$ cat config.mk
export PLATFORM = sky130hd
export DESIGN_NAME = elevator_datapath_dir
export DESIGN_NICKNAME = d
export VERILOG_FILES = /design/src/rtl/elevator_pkg.sv /design/src/rtl/elevator_timer.sv /design/src/rtl/elevator_datapath_dir.sv
export SDC_FILE = /design/constraint.sdc
export NUM_CORES = 1
export LEC_CHECK = 0
export CAP_MARGIN = 40
export CORE_AREA = 2 2 83 85
export DETAILED_ROUTE_END_ITERATION = 16
export DIE_AREA = 0 0 85 87
export HOLD_SLACK_MARGIN = 0.08
export PLACE_DENSITY_LB_ADDON = 0.25
export RECOVER_POWER = 100
export SETUP_SLACK_MARGIN = 0.3
export SKIP_LAST_GASP = 1
export SLEW_MARGIN = 10
export SYNTH_ARGS = -nofsm -noshare
export SYNTH_HDL_FRONTEND = slang
export SYNTH_SLANG_ARGS = --single-unit
$ cat constraint.sdc
create_clock -name clk -period 5.3 [get_ports clk]
set_clock_uncertainty 0.15 [all_clocks]
set_input_delay 0.795 -clock clk [delete_from_list [all_inputs] [get_ports clk]]
set_output_delay 0.795 -clock clk [all_outputs]
set_load 0.01 [all_outputs]
$ cat src/rtl/elevator_pkg.sv
// Shared types and helpers for the elevator datapath family.
package elevator_pkg;

  typedef logic [1:0] state_t;
  localparam state_t ST_IDLE   = 2'd0;
  localparam state_t ST_MOVING = 2'd1;
  localparam state_t ST_DOOR   = 2'd2;

  typedef enum logic [1:0] {
    DIR_NONE = 2'd0,
    DIR_UP   = 2'd1,
    DIR_DN   = 2'd2
  } dir_t;

  // Index width for n items; never narrower than one bit.
  function automatic int idx_w(input int n);
    return (n > 1) ? $clog2(n) : 1;
  endfunction

endpackage

$ cat src/rtl/elevator_timer.sv
// Down-counting interval timer shared by the travel and door phases.
module elevator_timer #(
  parameter int W = 2
) (
  input  logic         clk,
  input  logic         rst_n,
  input  logic         load,
  input  logic [W-1:0] load_val,
  input  logic         dec,
  output logic         zero
);

  logic [W-1:0] count;

  // NOTE: sequential state is written only with non-blocking assignments so
  // every flop samples pre-edge values regardless of block ordering.
  always_ff @(posedge clk) begin
    if (!rst_n) begin
      count <= '0;
    end else if (load) begin
      count <= load_val;
    end else if (dec && (count != '0)) begin
      count <= count - W'(1);
    end
  end

  assign zero = (count == '0);

endmodule

$ cat src/rtl/elevator_datapath_dir.sv
// N-floor elevator datapath: call latching, car position/direction tracking,
// travel and door timing, and here/above/below request flags for control.
module elevator_datapath_dir
  import elevator_pkg::*;
#(
  parameter int N_FLOORS    = 8,
  parameter int FLOOR_W     = idx_w(N_FLOORS),
  parameter int MOVE_CYCLES = 3,
  parameter int DOOR_CYCLES = 4
) (
  input  logic                clk,
  input  logic                rst_n,
  input  logic [N_FLOORS-1:0] hall_up_btn,
  input  logic [N_FLOORS-1:0] hall_dn_btn,
  input  logic [N_FLOORS-1:0] car_btn,
  input  logic                open,
  input  logic                up,
  input  logic                down,
  output logic [FLOOR_W-1:0]  floor,
  output logic [N_FLOORS-1:0] floor_oh,
  output logic [N_FLOORS-1:0] car_pend,
  output logic [N_FLOORS-1:0] hall_up_pend,
  output logic [N_FLOORS-1:0] hall_dn_pend,
  output logic                request_here,
  output logic                request_above,
  output logic                request_below,
  output logic                busy,
  output logic                arrive,
  output logic                cmd_err
);

  localparam int MAX_CYC = (MOVE_CYCLES > DOOR_CYCLES) ? MOVE_CYCLES : DOOR_CYCLES;
  localparam int TIMER_W = idx_w(MAX_CYC);
  localparam logic [FLOOR_W-1:0]  TOP_FLOOR = FLOOR_W'(N_FLOORS - 1);
  localparam logic [N_FLOORS-1:0] ONE       = N_FLOORS'(1);
  // No "up" call exists at the top floor and no "down" call at floor 0.
  localparam logic [N_FLOORS-1:0] UP_VALID  = ~(ONE << (N_FLOORS - 1));
  localparam logic [N_FLOORS-1:0] DN_VALID  = ~ONE;

  state_t state;
  dir_t   dir;

  logic               t_load, t_dec, t_zero;
  logic [TIMER_W-1:0] t_load_val;

  logic idle, at_top, at_bot;
  logic open_acc, move_up, move_dn, cmd_bad;
  logic clr_active;
  logic [N_FLOORS-1:0] below_mask, above_mask, all_pend;
  logic [N_FLOORS-1:0] clr_car, clr_up, clr_dn;

  // Thermometer masks derived from the one-hot position.
  assign floor_oh   = ONE << floor;
  assign below_mask = floor_oh - ONE;
  assign above_mask = ~(below_mask | floor_oh);
  assign all_pend   = car_pend | hall_up_pend | hall_dn_pend;

  assign request_here  = |(all_pend & floor_oh);
  assign request_above = |(all_pend & above_mask);
  assign request_below = |(all_pend & below_mask);

  assign idle   = (state == ST_IDLE);
  assign busy   = ~idle;
  assign at_top = (floor == TOP_FLOOR);
  assign at_bot = (floor == '0);

  assign open_acc = idle & open;
  assign move_up  = idle & ~open & up & ~down & ~at_top;
  assign move_dn  = idle & ~open & down & ~up & ~at_bot;
  assign cmd_bad  = idle & ~open & (up | down) & ~move_up & ~move_dn;

  assign t_load     = open_acc | move_up | move_dn;
  assign t_load_val = open_acc ? TIMER_W'(DOOR_CYCLES - 1) : TIMER_W'(MOVE_CYCLES - 1);
  assign t_dec      = busy;

  elevator_timer #(.W(TIMER_W)) u_timer (
    .clk      (clk),
    .rst_n    (rst_n),
    .load     (t_load),
    .load_val (t_load_val),
    .dec      (t_dec),
    .zero     (t_zero)
  );

  // Served calls are cleared on door entry and held clear while the door is
  // open; dir is stable through DOOR so the entry mask is reproduced each cycle.
  assign clr_active = open_acc | (state == ST_DOOR);

  // NOTE: every signal written here gets a default first, so no path leaves
  // it unassigned and no latch is inferred.
  always_comb begin
    clr_car = '0;
    clr_up  = '0;
    clr_dn  = '0;
    if (clr_active) begin
      clr_car = floor_oh;
      if (dir != DIR_DN) clr_up = floor_oh;
      if (dir != DIR_UP) clr_dn = floor_oh;
    end
  end

  always_ff @(posedge clk) begin
    if (!rst_n) begin
      state        <= ST_IDLE;
      dir          <= DIR_NONE;
      floor        <= '0;
      car_pend     <= '0;
      hall_up_pend <= '0;
      hall_dn_pend <= '0;
      arrive       <= 1'b0;
      cmd_err      <= 1'b0;
    end else begin
      car_pend     <= (car_pend | car_btn) & ~clr_car;
      hall_up_pend <= (hall_up_pend | (hall_up_btn & UP_VALID)) & ~clr_up;
      hall_dn_pend <= (hall_dn_pend | (hall_dn_btn & DN_VALID)) & ~clr_dn;
      arrive       <= 1'b0;
      cmd_err      <= cmd_bad;

      case (state)
        ST_IDLE: begin
          if (open_acc) begin
            state <= ST_DOOR;
          end else if (move_up) begin
            state <= ST_MOVING;
            dir   <= DIR_UP;
          end else if (move_dn) begin
            state <= ST_MOVING;
            dir   <= DIR_DN;
          end else if (!request_above && !request_below) begin
            dir <= DIR_NONE;
          end
        end
        ST_MOVING: begin
          if (t_zero) begin
            state  <= ST_IDLE;
            arrive <= 1'b1;
            floor  <= (dir == DIR_UP) ? floor + FLOOR_W'(1) : floor - FLOOR_W'(1);
          end
        end
        ST_DOOR: begin
          if (t_zero) state <= ST_IDLE;
        end
        default: state <= ST_IDLE;
      endcase
    end
  end

endmodule
== After elaboration in Yosys (flattened, before gate mapping) ==
Cells that the tools add are included.
Word-level totals
  bits in registers: 35
  latch bits: 0
  memory bits (writable): 0
  bits in read-only memories: 0
  input bits: 29
  output and inout port bits: 41
  memories kept: 0
Operators by class
  add/sub/neg operators: 4
  multiply operators: 0
  div/mod/pow operators: 0
  order comparisons: 0
  eq/ne operators: 8
  shift-type cells: 1
  multiplexer cells: 18
  bitwise gates (word level): 40
  reduce and logical (&&, ||, !) cells: 18
Operators by type and width (number)
  AND 8 bit: 6
  two-way mux 8 bit: 5
  OR 8 bit: 5
  NOT 8 bit: 4
  OR reduction 8 bit: 3
  two-way mux 2 bit: 9
  AND 1 bit: 11
  NOT 1 bit: 9
  OR 8 x 7 -> 8 bit: 1
  left shift 1 x 3 -> 8 bit, first input constant: 1
  subtractor 8 x 1 -> 8 bit, second input constant: 1
  AND reduction 2 bit: 3
  == test 2 x 1 -> 1 bit, second input constant: 2
  logical NOT 2 bit: 2
  inequality test 2 x 1 -> 1 bit, second input constant: 2
  inequality test 4 x 1 -> 1 bit, second input constant: 1
  OR 1 bit: 4
  case mux 2 bit (2 select lines): 1
  nonzero test 2 bit: 2
  adder 3 x 1 -> 3 bit, second input constant: 1
  == test 3 bit, second input constant: 1
  logical NOT 3 bit: 1
  two-way mux 3 bit: 1
  AND reduction 3 bit: 1
  other kinds (9): 12

== Longest topological paths before layout ==
Gate-level depths: netlist (run 1).
  word-level depth: 11
  mapped depth: 10
  mapped depth without buffers: 9

== Modules after synthesis ==
Synthesis (run 1) repeated with hierarchy kept, for this count alone.
Second synthesis, totals
  cell total of the unflattened synthesis: 225
  area, all modules: 1873.0 um2
Modules (own cells, without submodules)
  elevator_datapath_dir: instances 1, cells each 211, area each 1750.4 um2, seq. area each 660.6 um2
  elevator_timer: instances 1, cells each 14, area each 122.6 um2, seq. area each 40.0 um2

== Worst setup path after synthesis (run 1) ==
No wires, ideal clock.
  path type: register -> output
  start point: register floor[0]
  end point: output port request_below
  arrival time: 2031 ps
  path slack: 2324 ps
  stages on the path, launching flop included: 9
  path buffers: 1
  path through: dfxtp_1 buf_2 or3b_2 ha_1 nand2_1 ha_1 o31ai_1 o2111a_1 nand3_1
Between the ends
  word-level cells in the longest chain between the ends: 4
RTL lines
  from (decl): RTL line elevator_datapath_dir.sv:19  | output logic [FLOOR_W-1:0] floor,
  from (signal assigned): RTL line elevator_datapath_dir.sv:137  | floor <= (dir == DIR_UP) ? floor + FLOOR_W'(1) : floor - FLOOR_W'(1);
  left shift 1 x 3 -> 8 bit: RTL line elevator_datapath_dir.sv:53  | assign floor_oh = ONE << floor;
  subtractor 8 x 1 -> 8 bit: RTL line elevator_datapath_dir.sv:54  | assign below_mask = floor_oh - ONE;
  AND 8 bit: RTL line elevator_datapath_dir.sv:60  | assign request_below = |(all_pend & below_mask);
  OR reduction 8 bit: RTL line elevator_datapath_dir.sv:60
  to (decl): RTL line elevator_datapath_dir.sv:26  | output logic request_below,
No other way between the ends.

== Final worst setup path (run 1) ==
Ends and elaborated chain as after synthesis.

==> results.ini, run 1 <==
[run_status]
status = complete, no violations

[power_and_ir_drop]
ir_worst_vdd_v = 0.00009511
power.density_nw_per_um2 = 256.9
leakage_nw = 1.135

[routing]
vias = 1788
drc = 0
drt_wl_total_mm = 4.994
drt_iter0_markers = 101
wire_per_inst_um = 13.61
drtPass1Iterations = 4
ant_nets = 0
routed_via_density = 4.872

[finish]
n_antenna_cell = 0
fin_util = 0.3990
areaGrowthSynthToFinish_pct = 47.33
final_net_count = 328
fillers = 693
drive_above_1_share = 0.04181

[clock_network]
path_clk_slew_ns = 0.07
cts_buffer_depth = 2
ctsResizeCount = 0
tritoncts = done
cts.hold.buffers_added = 0
cts_root_buffer = clkbuf_8
htree_levels = 2
cts_setup_buffers = 0
clock_latency_ns = 0.28
cts_buffers = 5
cts_num_sinks = 35

[worst_setup_path]
cp_max_fo = 14
start_kind = register
critical-path-max-stage-delay_ns = 0.64
path_cells = or3b_2, ha_1, nand2_1, ha_1, o31ai_1, o2111a_1, nand3_1, dlygate4sd3_1
reg2regPathDepth = 9
rr_endpoint = dir[1]$_SDFFE_PN0P_
timing_worst_setup_path_type = reg -> out
path_common_cell = ha_1
end_kind = output pin
cp.arrival_ns = 2.99
rrSetupSlack_ns = 2.66
required_ns = 4.36
r2r-start = floor[0]$_SDFFE_PN0P_
cp_slowest_cell = dlygate4sd3_1

[hold_path]
hold_start = hall_dn_pend[0]$_SDFF_PN0_
hold_depth = 2
hold_class = reg -> reg
hold-path-endpoint = hall_dn_pend[0]$_SDFF_PN0_

[yosys]
synth_edf_count = 0
yosysWarnings = 0
postSynthAreaPerCell_um2 = 8.051
synth_seq_cells = 35
synth_area_um2 = 1779
seq_area_frac_synth = 0.3938
synth_fp_nets = 263
synth_top_area_frac = 0.3938
synth_area_leaders = dfxtp_1 (39%), ha_1 (8.4%), o21ai_0 (7.9%)
async_reset_ff_frac = 0
yosys-top-cells-count = dfxtp_1 (35), o21ai_0 (28), nor2_1 (24), a21oi_1 (22), inv_1 (14)
syn_inst = 221
yosysMostFrequentCell = dfxtp_1
ys_types = 36
yosysTopAreaCell = dfxtp_1
synth_ff_type = dfxtp_1

[global_route]
grt_pass1_wl_mm = 8.487
grt_max_degree = 24
grt_pass1_vias = 1810
grt-ovfl-total = 0
antenna_found_initial = 0
grt_use_total = 0.1438

[floorplan]
ios = 70
num_rows = 30
coreArea_um2 = 6569
die_w_um = 85
die_y_um = 87
dieArea_um2 = 7395
initial_core_util = 0.2709

[timing]
setup_ws_ns = 1.370
slew_headroom = 0.4549
setup-violations-final = 0
min_period_ns = 3.930
hold_violations = 0
tightestPinTransition_ns = 0.8177
fin_crit_sh = 0.7416
tns_ns = 0
final_max_slew_viol_count = 0
clock.fmax_mhz = 254.4
rsz0062_at_grt = false

[place]
io_buffer_count = 67
hpwl_mm = 3.745
place_ws_ns = 1.761
routabilityCongestion = 0.8761

[flow_run]
timing.max_cap.violations = 0

## registers in the layout (all words and copies together) (netlist names)
signal	cells
dir	2
arrive	1
floor	3
cmd_err	1
u_timer.count	2
hall_up_pend	8
state	2
hall_dn_pend	8
car_pend	8
## cell type report
cell class / count / area (um^2) / area share
Tap cell: 80 / 100.1 / 0.03819
Sequential cell: 35 / 700.7 / 0.2673
Multi-Input combinational cell: 161 / 978.4 / 0.3733
Timing Repair Buffer: 68 / 685.7 / 0.2616
Inverter: 15 / 56.30 / 0.02148
Clock buffer: 8 / 100.1 / 0.03819
## logic make-up after synthesis
family / share of synthesized area
AND/OR/NAND/NOR: 0.2103
adder cells (fa/ha/maj): 0.09564
flip-flops: 0.3938
XOR/XNOR: 0.01477
buffers and inverters: 0.05484
AO/OA/AOI/OAI: 0.2307
## cell usage in the layout (no fill, tap or decap), types with 6 or more instances in the layout
cell             instances
or3_1                    6
nand2b_1                 9
clkdlybuf4s50_1         23
clkbuf_8                 7
dlygate4sd3_1           44
nand2_1                 13
inv_1                   14
o21ai_0                 28
ha_1                    12
nand3_1                  6
dfxtp_1                 35
nor2_1                  25
a21oi_1                 22
## layer usage
layer,share of wire,track usage,up-vias
met3,0.064,0.05403,6
met4,0.016,0.05051,0
met5,0,0,-
met2,0.46,0.2237,49
li1,-,-,905
met1,0.46,0.1829,828
## stage by stage
stage	instance area (um^2)	power, W	std cells	hold WS [ns]
2_1_floorplan	1779	0.0003924	221	0.3161
3_3_place_gp	2509	0.0004765	358	0.2955
3_5_place_dp	2524	0.0004786	359	0.3027
4_1_cts	2624	0.0006930	367	0.3126
5_1_grt	2621	0.0007179	367	0.3289
6_report	2621	0.0006734	367	0.3049
## how the worst max path moves through the flow
stage,to,cells past startpoint,slack [ns],startpoint
after global placement,request_below,8,1.78,floor[0]$_SDFFE_PN0P_
after detailed placement,request_below,8,1.76,floor[0]$_SDFFE_PN0P_
final,request_below,8,1.37,floor[0]$_SDFFE_PN0P_
after global routing,request_below,8,1.17,floor[0]$_SDFFE_PN0P_
after CTS,request_below,8,1.44,floor[0]$_SDFFE_PN0P_
after floorplan,request_below,8,2.32,floor[0]$_SDFFE_PN0P_
## critical path, delay by kind of cell (launching register included)
family,cells,cell delay [ns]
simple gates,3,0.71
buf+inv,1,0.64
flops,1,0.60
fa+ha+maj,2,0.46
compound gates,2,0.30
## power breakdown
part | internal [W] | leakage [nW] | total [W] | switching [W]
combinational | 0.0000800 | 0.793 | 0.000163 | 0.0000833
sequential | 0.000284 | 0.290 | 0.000299 | 0.0000153
clock | 0.000119 | 0.0515 | 0.000211 | 0.0000924
total | 0.000482 | 1.13 | 0.000673 | 0.000191
Note: power is estimated with default switching activity, not from simulation.
==> inputs of run 2 (changes only) <==
==> constraint.sdc (replaced) <==
create_clock -name clk -period 3.8 [get_ports clk]
set_clock_uncertainty 0.15 [all_clocks]
set_input_delay 0.57 -clock clk [delete_from_list [all_inputs] [get_ports clk]]
set_output_delay 0.57 -clock clk [all_outputs]
set_load 0.01 [all_outputs]
==> results.ini, run 2 (synthesized netlist as in run 1, its figures left out) <==
[timing]
holdWs_ns = 0.3038  ; was 0.3049 ns
hold_violations = 0  ; unchanged
clock.fmax_mhz = 296.4
setup_ws_ns = 0.4265  ; was 1.370 ns
tns_ns = 0  ; unchanged
rsz0062_at_grt = false  ; unchanged
final_max_slew_viol_count = 0  ; unchanged
tightestPinTransition_ns = 0.9061  ; was 0.8177 ns
slew_headroom = 0.3960  ; was 0.4549
min_period_ns = 3.374
setup-violations-final = 0  ; unchanged
fin_crit_sh = 0.8878

[global_route]
grt_pass1_wl_mm = 8.211  ; was 8.487 mm
grt_max_degree = 25  ; was 24
antenna_found_initial = 0  ; unchanged
grt_pass1_vias = 1679  ; was 1,810
grt_use_total = 0.1402  ; was 0.1438
grt-ovfl-total = 0  ; unchanged

[floorplan]
ios = 70  ; unchanged
coreArea_um2 = 6569  ; unchanged
num_rows = 30  ; unchanged
die_w_um = 85  ; unchanged
initial_core_util = 0.2709  ; unchanged
dieArea_um2 = 7395  ; unchanged
die_y_um = 87  ; unchanged

[routing]
drc = 0  ; unchanged
drt_wl_total_mm = 4.986  ; was 4.994 mm
routed_via_density = 4.826  ; was 4.872
wire_per_inst_um = 13.59  ; was 13.61 um
drt_iter0_markers = 73  ; was 101
vias = 1771  ; was 1,788
ant_nets = 0  ; unchanged
drtPass1Iterations = 4  ; unchanged

[worst_setup_path]
critPathCapture = request_above  ; was request_below
reg2regPathDepth = 9  ; unchanged
r2r-start = floor[2]$_SDFFE_PN0P_  ; was floor[0]$_SDFFE_PN0P_
required_ns = 3.08  ; was 4.36 ns
rrSetupSlack_ns = 1.35  ; was 2.66 ns
setup.worst_path.start = floor[2]$_SDFFE_PN0P_  ; was floor[0]$_SDFFE_PN0P_
timing_worst_setup_path_type = reg -> out  ; unchanged
start_kind = register  ; unchanged
cp_max_fo = 15  ; was 14
cp.arrival_ns = 2.65  ; was 2.99 ns
end_kind = output pin  ; unchanged
rr_endpoint = dir[1]$_SDFFE_PN0P_  ; unchanged

[clock_network]
cts_buffers = 5  ; unchanged
cts.hold.buffers_added = 0  ; unchanged
clock_latency_ns = 0.28  ; about the same
cts_num_sinks = 35  ; unchanged
htree_levels = 2  ; unchanged
tritoncts = done  ; unchanged
cts_root_buffer = clkbuf_8  ; unchanged
path_clk_slew_ns = 0.07  ; about the same
cts_setup_buffers = 0  ; unchanged
cts_buffer_depth = 2  ; unchanged

[finish]
final_cell_mix = dlygate4sd3_1 (38), dfxtp_1 (33), o21ai_0 (28), clkdlybuf4s50_1 (28), nor2_1 (24)  ; was dlygate4sd3_1 (44), dfxtp_1 (35), o21ai_0 (28)
final_common_cell = dlygate4sd3_1  ; unchanged
reg_top3 = car_pend: 8 flops, hall_dn_pend: 8 flops, hall_up_pend: 8 flops  ; unchanged
n_antenna_cell = 0  ; unchanged
design_area_um2 = 2616  ; was 2621 um^2
drive_above_1_share = 0.05226  ; was 0.04181
areaGrowthSynthToFinish_pct = 47.05  ; was 47.33%
final_net_count = 328  ; unchanged
fillers = 715  ; was 693

[power_and_ir_drop]
leakage_nw = 1.122  ; was 1.135 nW
ir_worst_vdd_v = 0.0001425  ; was 0.00009511 V
power.total_w = 0.0009359  ; was 0.0006734 W
power.density_nw_per_um2 = 357.7  ; was 256.9 nW/um^2

[place]
place_ws_ns = 0.4876  ; was 1.761 ns
routabilityCongestion = 0.8617  ; was 0.8761
io_buffer_count = 67  ; unchanged
hpwl_mm = 3.837  ; was 3.745 mm
placed_cell_area_um2 = 2536  ; was 2524 um^2

[run_status]
status = complete, no violations  ; unchanged

[flow_run]
timing.max_cap.violations = 0  ; unchanged

[hold_path]
hold_class = reg -> reg  ; unchanged

-- run 2: through the flow --
stage	util	cells
3_3_place_gp	0.3819	358
5_1_grt	0.3983	367
3_5_place_dp	0.3861	359
2_1_floorplan	-	221
4_1_cts	0.4017	367
6_report	0.3983	367
-- run 2: worst min-delay path by stage --
stage                               startpoint                    endpoint  slack (ns)  cells past startpoint
floorplan                  dir[0]$_SDFFE_PN0P_         dir[0]$_SDFFE_PN0P_        0.32                      2
global placement    hall_dn_pend[0]$_SDFF_PN0_  hall_dn_pend[0]$_SDFF_PN0_        0.30                      2
detailed placement  hall_dn_pend[0]$_SDFF_PN0_  hall_dn_pend[0]$_SDFF_PN0_        0.30                      2
CTS                 hall_dn_pend[0]$_SDFF_PN0_  hall_dn_pend[0]$_SDFF_PN0_        0.31                      2
finish              hall_dn_pend[0]$_SDFF_PN0_  hall_dn_pend[0]$_SDFF_PN0_        0.30                      2
global route        hall_dn_pend[0]$_SDFF_PN0_  hall_dn_pend[0]$_SDFF_PN0_        0.33                      2
-- run 2: final cells by class --
class / count / area [um^2] / share of cell area
inverter: 15 / 56.30 / 0.02152
clock buffer: 8 / 100.1 / 0.03826
sequential: 35 / 705.7 / 0.2697
multi-input combinational: 161 / 985.9 / 0.3769
tap: 80 / 100.1 / 0.03826
timing repair buffer: 68 / 668.1 / 0.2554
-- run 2: report_power, final --
part           switching, W  total [W]  internal (W)
sequential        0.0000220   0.000417      0.000395
clock              0.000129   0.000295      0.000165
combinational      0.000115   0.000224      0.000109
-- run 2: layer usage --
metal,GRT usage,wire length [um],vias up
met5,0,0,-
met3,0.04929,326,5
met2,0.2287,2349,46
met4,0.04040,56,0
li1,-,-,900
met1,0.1751,2253,820
-- run 2: critical path, cell delays in order, from the launching register on --
cell and delay [ns]:
dfxtp_1 0.58, or3_4 0.26, ha_1 0.19, nand3_1 0.08
ha_1 0.18, a222oi_1 0.33, nand4_1 0.20, clkdlybuf4s50_1 0.54
-- run 2: what timing repair did --
item | 4_1_cts | 5_1_grt
hold endpoints to repair | 0 | 0
endpoints found under the setup margin | 2 | 2
resized for setup | 2 | 4
gates cloned | 0 | 0
